==> config.mk <==
export PLATFORM = sky130hd
export DESIGN_NAME = single_pe
export DESIGN_NICKNAME = d
export VERILOG_FILES = /design/src/rtl/single_pe.sv
export SDC_FILE = /design/constraint.sdc
export NUM_CORES = 1
export LEC_CHECK = 0
export CORE_MARGIN = 2
export CORE_UTILIZATION = 35
export CTS_CLUSTER_DIAMETER = 100
export DETAILED_ROUTE_END_ITERATION = 10
export GPL_TIMING_DRIVEN = 0
export HOLD_SLACK_MARGIN = 0.03
export PLACE_DENSITY = 0.6
export SLEW_MARGIN = 0
export SYNTH_ARGS = -nofsm -noshare
export SYNTH_HDL_FRONTEND = slang
export SYNTH_SLANG_ARGS = --single-unit
==> constraint.sdc <==
create_clock -name clk -period 4.5 [get_ports clk]
set_input_delay 0.675 -clock clk [delete_from_list [all_inputs] [get_ports clk]]
set_output_delay 0.675 -clock clk [all_outputs]
set_load 0.005 [all_outputs]
==> src/rtl/single_pe.sv <==
// single_pe: one multiply-accumulate cell of a weight-stationary systolic array.
// Optional build macro SINGLE_PE_SAT_EN clamps out_conv instead of wrapping.
module single_pe #(
    parameter int DATA_W = 8,
    parameter int ACC_W  = 8
) (
    input  logic              clk,
    input  logic              rst,
    input  logic [DATA_W-1:0] in_a,
    input  logic [DATA_W-1:0] in_b,
    input  logic              b_en,
    input  logic [ACC_W-1:0]  p_sum,
    output logic [DATA_W-1:0] out_a,
    output logic [DATA_W-1:0] out_b,
    output logic [ACC_W-1:0]  out_conv
);

    localparam int PROD_W = 2 * DATA_W;
    localparam int SUM_W  = ((PROD_W > ACC_W) ? PROD_W : ACC_W) + 1;

    logic [DATA_W-1:0] a_reg;
    logic [DATA_W-1:0] b_reg;
    logic [ACC_W-1:0]  conv_reg;
    logic [DATA_W-1:0] w;
    logic [PROD_W-1:0] prod;
    logic [SUM_W-1:0]  sum;
    logic [ACC_W-1:0]  conv_nxt;

    // Full-precision MAC; a freshly loaded weight is used in the same cycle.
    always_comb begin
        w    = b_en ? in_b : b_reg;
        prod = PROD_W'(in_a) * PROD_W'(w);
        sum  = SUM_W'(prod) + SUM_W'(p_sum);
`ifdef SINGLE_PE_SAT_EN
        conv_nxt = (|sum[SUM_W-1:ACC_W]) ? '1 : sum[ACC_W-1:0];
`else
        conv_nxt = ACC_W'(sum);
`endif
    end

    // Pipeline registers: activation pass-through, held weight, MAC result.
    always_ff @(posedge clk or negedge rst) begin
        if (!rst) begin
            a_reg    <= '0;
            b_reg    <= '0;
            conv_reg <= '0;
        end else begin
            a_reg    <= in_a;
            if (b_en) begin
                b_reg <= in_b;
            end
            conv_reg <= conv_nxt;
        end
    end

    assign out_a    = a_reg;
    assign out_b    = b_reg;
    assign out_conv = conv_reg;

endmodule

==> qor.csv, run 1 <==
stage;metric;value;unit
setup_path;critical_path.top_delay_family;adder cells;
yosys;synth_enable_flop_cells;0;
yosys;synth_area_leaders;sky130_fd_sc_hd__dfrtp_1, sky130_fd_sc_hd__fa_1, sky130_fd_sc_hd__ha_1;
floorplanning;die-height;75.5;um
layout;layout_common_cells;sky130_fd_sc_hd__clkdlybuf4s50_1, sky130_fd_sc_hd__inv_1, sky130_fd_sc_hd__dfrtp_1;
clock_network;cts-root-to-sink-buffers;2;
layout;num-fill-cells;482;
floorplanning;fp.coreArea;5010;um^2
drt;drt_first_iter_violations;45;
clock_network;cts_sinks;24;
grt;gr-usage-all-layers;13.8;%
yosys;syn_avg_cell_area;11.3;um^2
grt;initial_antenna_violation_count;0;
clock_network;post_cts_hold_buffer_count;0;
clock_network;clock_tree_from_tritoncts;done;
setup_path;delay_of_the_slowest_cell_on_the_worst_path;0.50;ns
clock_network;h-tree-depth;1;
sta;report.final.slew_viol_count;0;
setup_path;worstSetupEndpointType;register;
grt;total_overflow_reported_by_the_global_router;0;
setup_path;path_class;primary input to register;
sta;max_freq;232;MHz
setup_path;cp_max_fo;5;
drt;drt-wirelength-per-cell;12.9;um
floorplanning;io_pins;51;
placement;portBuffers;49;
drt;via_count;1218;
sta;setup_skew;0.00518;ns
floorplanning;placement_rows;26;
sta;worst_slew_pin_slew;1.11;ns
yosys;yosys_warnings;0;
grt;largest_net_degree_at_the_start_of_global_routing;25;
layout;finalNetCount;278;
yosys;synthDistinctLibCells;16;
placement;placed_cells_incl_taps;278;
run_status;status;completed;
setup_path;worst-path-buf-inv;3;
grt;grt_pass1_wl;5760;um
sta;relSlewSlack;26.0;%
floorplanning;dieWidth;75.5;um
drt;viasPerCell;4.27;
setup_path;critical_path_arrival;4.47;ns
floorplanning;initial_core_util;35.7;%
yosys;post_synth_instance_area;1790;um^2
layout;antenna-diode-count;0;
clock_network;number_of_buffers_created_by_cts;3;
yosys;yosys.area.top_type_share;33.6;%
setup_path;required;4.65;ns
sta;period_minus_slack;4.32;ns
placement;post_dp_cell_area;2370;um^2
yosys;ys.flop_type;sky130_fd_sc_hd__dfrtp_1;
layout;post_route_cells_drive_above_1_share;11.6;%
worst_hold_path;min-delay-path-class;register to register;
floorplanning;dieArea;5700;um^2
job;maxCapViolCount;0;
sta;setup_repair_after_global_routing_missed_its_margin;no;
yosys;yosys.area.top_type;sky130_fd_sc_hd__dfrtp_1;
yosys;yosys_register_bits;24;
setup_path;critPathLaunchType;primary input;
drt;antenna_violating_nets_post_route;0;
setup_path;crit_chain;clkdlybuf4s50_1 > mux2_4 > nand2_1 > fa_1 > inv_1 > fa_1 > inv_1 > fa_1 > fa_2 > xnor2_2 > xnor2_1 > xnor2_1 > xnor2_1 > xnor3_1;
drt;drt_first_pass_iters;4;
drt;remaining_drc_errors;0;
sta;final.period_utilization;96.0;%
placement;globalplace.congestion;0.736;
layout;finish.instance_area;2510;um^2
setup_path;worst_path_max_delay_cell;sky130_fd_sc_hd__fa_1;
sta;setup-tns-final;0;ns
grt;first_global_vias;1171;
layout;finish.cell_count_without_fillers;285;
sta;hold_violations;0;
power;cellPowerDensity;424;nW/um^2
sta;setup_violations;0;
drt;postRouteWirelength;3680;um
yosys;synth_nets;221;
yosys;ys_async_sr_fraction;100;%
layout;mostFrequentLayoutCell;sky130_fd_sc_hd__clkdlybuf4s50_1;
power;power_leakage;1.21;nW
clock_network;clock-root-buffer;sky130_fd_sc_hd__clkbuf_8;
placement;dp_hpwl;2880;um
clock_network;worstSkewPairLatency;0.27;ns
yosys;seq_area_frac_synth;33.6;%
power;irDropWorstVdd;0.000181;V
yosys;syn_inst;159;
clock_network;clkSlewWorstSetupHoldPaths;0.09;ns
layout;area_delta_synth_final;40.3;%
metal layers:
layer	up-vias	global-route usage, %	routed length (um)
met3	2	1.59	148
met4	0	3.51	27
met2	32	22.7	1780
met1	595	19.6	1720
li1	589	-	-
met5	-	0	0
through the flow:
| step | setup slack (ns) | utilization [%] | hold slack (ns) | power, mW |
|---|---|---|---|---|
| 2_1_floorplan | 0.0984 | - | 0.379 | 0.644 |
| 3_3_place_gp | -0.362 | 47.3 | 0.503 | 0.815 |
| 3_5_place_dp | -0.389 | 47.3 | 0.513 | 0.828 |
| 4_1_cts | 0.00315 | 48.8 | 0.533 | 1.03 |
| 5_1_grt | 0.0245 | 50.1 | 0.567 | 1.16 |
| 6_report | 0.182 | 50.1 | 0.531 | 1.06 |
worst reg2reg max path, cell delays in order, from the launching register on:
cell and delay, ns:
sky130_fd_sc_hd__dfrtp_1 0.39, sky130_fd_sc_hd__mux2_4 0.32, sky130_fd_sc_hd__and2_2 0.22, sky130_fd_sc_hd__fa_2 0.40
sky130_fd_sc_hd__fa_1 0.48, sky130_fd_sc_hd__ha_1 0.29, sky130_fd_sc_hd__inv_1 0.06, sky130_fd_sc_hd__fa_1 0.53
sky130_fd_sc_hd__inv_1 0.04, sky130_fd_sc_hd__ha_1 0.33, sky130_fd_sc_hd__a21o_1 0.18, sky130_fd_sc_hd__a21oi_2 0.15
sky130_fd_sc_hd__xnor2_1 0.15, sky130_fd_sc_hd__xnor3_1 0.23
layout make-up:
class	instances	area, um^2	area share [%]
Multi-Input combinational cell	101	1100	43.9
Sequential cell	24	601	23.9
Timing Repair Buffer	51	510	20.3
Inverter	34	128	5.08
Tap cell	70	87.6	3.49
Clock buffer	3	41.3	1.64
Clock inverter	1	30.0	1.20
Buffer	1	11.3	0.448
flip-flops by register name, indices dropped and copies added (netlist names):
signal    flops
out_a         8
out_b         8
out_conv      8
where the power goes:
part	internal [mW]	switching [mW]	leakage, nW	total, mW
sequential	0.262	0.0108	0.280	0.273
clock	0.119	0.0707	0.0357	0.190
combinational	0.343	0.259	0.895	0.601
repair_timing:
item,4_1_cts,5_1_grt
setup endpoints to repair,1,1
gates cloned,0,1
gates resized for setup,2,6
pin swaps,0,4
hold endpoints to repair,0,0
buffers inserted,0,2
cells in the mapped netlist, types with 2 or more instances:
master                     n
sky130_fd_sc_hd__a21o_1    2
sky130_fd_sc_hd__a21oi_1   2
sky130_fd_sc_hd__and2_1   13
sky130_fd_sc_hd__dfrtp_1  24
sky130_fd_sc_hd__fa_1     18
sky130_fd_sc_hd__ha_1     17
sky130_fd_sc_hd__inv_1    34
sky130_fd_sc_hd__mux2_2    2
sky130_fd_sc_hd__mux2_4    6
sky130_fd_sc_hd__nand2_1  20
sky130_fd_sc_hd__nand2_2   2
sky130_fd_sc_hd__xnor2_1  14
sky130_fd_sc_hd__xor2_1    2
kinds of logic after synthesis:
logic type / after synthesis / synth area share, %
AOI/OAI and AO/OA: 4 / 1.40
buffers and inverters: 35 / 7.76
muxes: 8 / 6.29
DFF: 24 / 33.6
xor gates and xnor gates: 17 / 9.09
adders and majority gates: 35 / 32.0
and+or+nand+nor: 36 / 9.86
worst paths after layout:
check                                        start               endpoint  slack [ns]  depth (start not counted)
worst max-delay path                       in_b[0]  out_conv[7]$_DFF_PN0_        0.18                         14
worst min-delay path            out_b[7]$_DFF_PN0_     out_b[7]$_DFF_PN0_        0.53                          1
worst max register to register  out_b[4]$_DFF_PN0_  out_conv[7]$_DFF_PN0_        0.63                         13
worst min register to register  out_b[7]$_DFF_PN0_     out_b[7]$_DFF_PN0_        0.53                          1
max in group asynchronous                      rst     out_a[2]$_DFF_PN0_        2.84                          1
min in group asynchronous                      rst     out_a[5]$_DFF_PN0_        1.00                          1
Power figures use the tool's default switching activity.
==> run 2: changes to the inputs <==
clock period = 4.13 ns   (was 4.5 ns; I/O delays follow)
==> run 2 against run 1 <==
  * The run now ends with setup timing left
  * Clock power rose by 10%
  * Power rose by 12%
  * Utilization grew 0.37 points
  * First-iteration DRC count fell by 27%
  * Global-route usage grew 0.47 points
  * Sequential share of layout area shrank 0.18 points
  * Via count down 2.2%
  * Die area is the same
  * Largest cell class unchanged
  * Highest routed layer unchanged
==> qor.csv, run 2 (synthesis gave the netlist of run 1 again) <==
stage;metric;value;unit
grt;gr-usage-met1;21.6;%
drt;drt-wirelength-per-cell;12.7;um
floorplanning;placement_rows;26;
clock_network;cts-root-to-sink-buffers;2;
floorplanning;dieWidth;75.5;um
power;p_switching;0.376;mW
floorplanning;io_pins;51;
clock_network;clkSlewWorstSetupHoldPaths;0.09;ns
power;internal-power;0.810;mW
setup_path;required;4.28;ns
grt;grt_pass1_wl;6010;um
sta;hold_violations;0;
placement;placed_cells_incl_taps;278;
sta;max_freq;239;MHz
layout;finish.cell_count_without_fillers;283;
drt;viasPerCell;4.21;
run_status;status;finished with violations;
sta;final.period_utilization;101;%
layout;post_route_cells_drive_above_1_share;14.1;%
power;power_leakage;1.19;nW
sta;worst_slew_pin_slew;1.11;ns
drt;antenna_violating_nets_post_route;0;
clock_network;cts_sinks;24;
floorplanning;initial_core_util;35.7;%
placement;portBuffers;49;
layout;antenna-diode-count;0;
setup_path;critPathLaunchType;primary input;
grt;gr-usage-all-layers;14.3;%
clock_network;worstSkewPairLatency;0.27;ns
power;combinational_power_share;57.3;%
grt;globalRouteMet3Util;2.51;%
placement;globalplace.congestion;0.770;
sta;relSlewSlack;25.6;%
grt;total_overflow_reported_by_the_global_router;0;
sta;setup_repair_after_global_routing_missed_its_margin;yes;
layout;layout_common_cells;sky130_fd_sc_hd__clkdlybuf4s50_1, sky130_fd_sc_hd__inv_1, sky130_fd_sc_hd__dfrtp_1;
power;power_switching_share;31.7;%
floorplanning;die-height;75.5;um
floorplanning;fp.coreArea;5010;um^2
layout;finalNetCount;276;
layout;mostFrequentLayoutCell;sky130_fd_sc_hd__clkdlybuf4s50_1;
grt;initial_antenna_violation_count;0;
run_status;failed_checks;setup timing;
setup_path;critical_path_arrival;4.33;ns
drt;drt_first_pass_iters;4;
grt;first_global_vias;1252;
clock_network;h-tree-depth;1;
job;maxCapViolCount;0;
setup_path;worstSetupEndpointType;register;
sta;layout_setup_ws;-0.0496;ns
placement;place_worst_setup_slack;-0.497;ns
clock_network;clock-root-buffer;sky130_fd_sc_hd__clkbuf_8;
power;pwr-share-clk;17.6;%
layout;area_delta_synth_final;41.4;%
grt;largest_net_degree_at_the_start_of_global_routing;25;
floorplanning;dieArea;5700;um^2
setup_path;path_class;primary input to register;
sta;setup-tns-final;-0.0496;ns
worst_hold_path;min-delay-path-class;register to register;
sta;period_minus_slack;4.18;ns
placement;dp_hpwl;2780;um
clock_network;number_of_buffers_created_by_cts;3;
sta;report.final.slew_viol_count;0;
drt;via_count;1191;
drt;postRouteWirelength;3600;um
grt;grt_most_used_layer;met1;
power;p_seq_share;25.1;%
grt;grt.met2_usage;21.4;%
power;cellPowerDensity;469;nW/um^2
power;irDropWorstVdd;0.000212;V
drt;drt_first_iter_violations;33;
sta;setup_skew;0.00655;ns
sta;worst_hold_slack;0.531;ns
sta;setup_violations;1;
setup_path;cp_max_fo;8;
clock_network;clock_tree_from_tritoncts;done;
drt;remaining_drc_errors;0;
==> run 2: cell count changes in the layout (fill, tap and decap cells not counted), sizes merged <==
cell           previous run  this run
buf                       3         2
clkdlybuf4s50            47        49
dlymetal6s2s              2         0
mux2                      9         8
==> run 2: through the flow <==
step	instance area (um^2)	power [mW]	utilization, %
floorplan	1820	0.759	-
global placement	2400	0.951	47.9
detailed placement	2400	0.964	47.9
CTS	2530	1.21	50.4
global route	2530	1.30	50.5
finish	2530	1.19	50.5
==> run 2: area by class of cell <==
cell class / instances / area, um^2
repair buffers: 50 / 498
clock buffers: 3 / 41.3
multi-input cells: 100 / 1130
clock inverters: 1 / 30.0
plain buffers: 1 / 11.3
flip-flops and latches: 24 / 601
well taps: 70 / 87.6
inverters: 34 / 128
fillers: 480 / 2480
==> run 2: power by group through the flow <==
stage | Combinational (mW) | Clock (mW) | Sequential, mW
6_report | 0.680 | 0.209 | 0.297
5_1_grt | 0.773 | 0.226 | 0.302
4_1_cts | 0.694 | 0.217 | 0.298
3_5_place_dp | 0.661 | 0 | 0.303
3_3_place_gp | 0.648 | 0 | 0.303
2_1_floorplan | 0.449 | 0 | 0.310
==> run 2: worst paths after layout <==
check                      slack (ns)  cells after the start          startpoint               endpoint
min                              0.53                      1  out_b[7]$_DFF_PN0_     out_b[7]$_DFF_PN0_
max                             -0.05                     15             in_b[1]  out_conv[7]$_DFF_PN0_
min reg2reg                      0.53                      1  out_b[7]$_DFF_PN0_     out_b[7]$_DFF_PN0_
min in group asynchronous        0.94                      1                 rst  out_conv[5]$_DFF_PN0_
max in group asynchronous        2.52                      1                 rst     out_a[5]$_DFF_PN0_
max reg2reg                      0.32                     14  out_b[1]$_DFF_PN0_  out_conv[7]$_DFF_PN0_
==> run 2: critical path: stages <==
cell and delay [ns]:
sky130_fd_sc_hd__clkdlybuf4s50_1 0.40, sky130_fd_sc_hd__mux2_4 0.33, sky130_fd_sc_hd__and2_4 0.18, sky130_fd_sc_hd__fa_1 0.46, sky130_fd_sc_hd__ha_1 0.31, sky130_fd_sc_hd__ha_1 0.22, sky130_fd_sc_hd__fa_1 0.51, sky130_fd_sc_hd__ha_2 0.18
sky130_fd_sc_hd__inv_1 0.06, sky130_fd_sc_hd__fa_2 0.39, sky130_fd_sc_hd__inv_1 0.06, sky130_fd_sc_hd__a21o_1 0.13, sky130_fd_sc_hd__a21oi_2 0.07, sky130_fd_sc_hd__xnor2_2 0.16, sky130_fd_sc_hd__xnor3_1 0.23
==> run 2: routing by layer <==
metal	share of wire (%)	vias up
li1	-	580
met1	50	569
met2	45	38
met3	4.3	4
met4	1.0	0
met5	0	-
==> run 2: what timing repair did <==
| action | CTS | global route |
|---|---|---|
| endpoints found under the hold margin | 0 | 0 |
| hold buffers | 0 | 0 |
| setup buffers | 1 | 0 |
| endpoints found under the setup margin | 1 | 1 |
| gates resized for setup | 7 | 1 |
| pin swaps | 6 | 2 |
==> run 3: changes to the inputs <==
ABC_AREA = 0   (was unset)
==> results of run 3 <==
The final DEF is identical to that of run 2; final timing and power are the same.
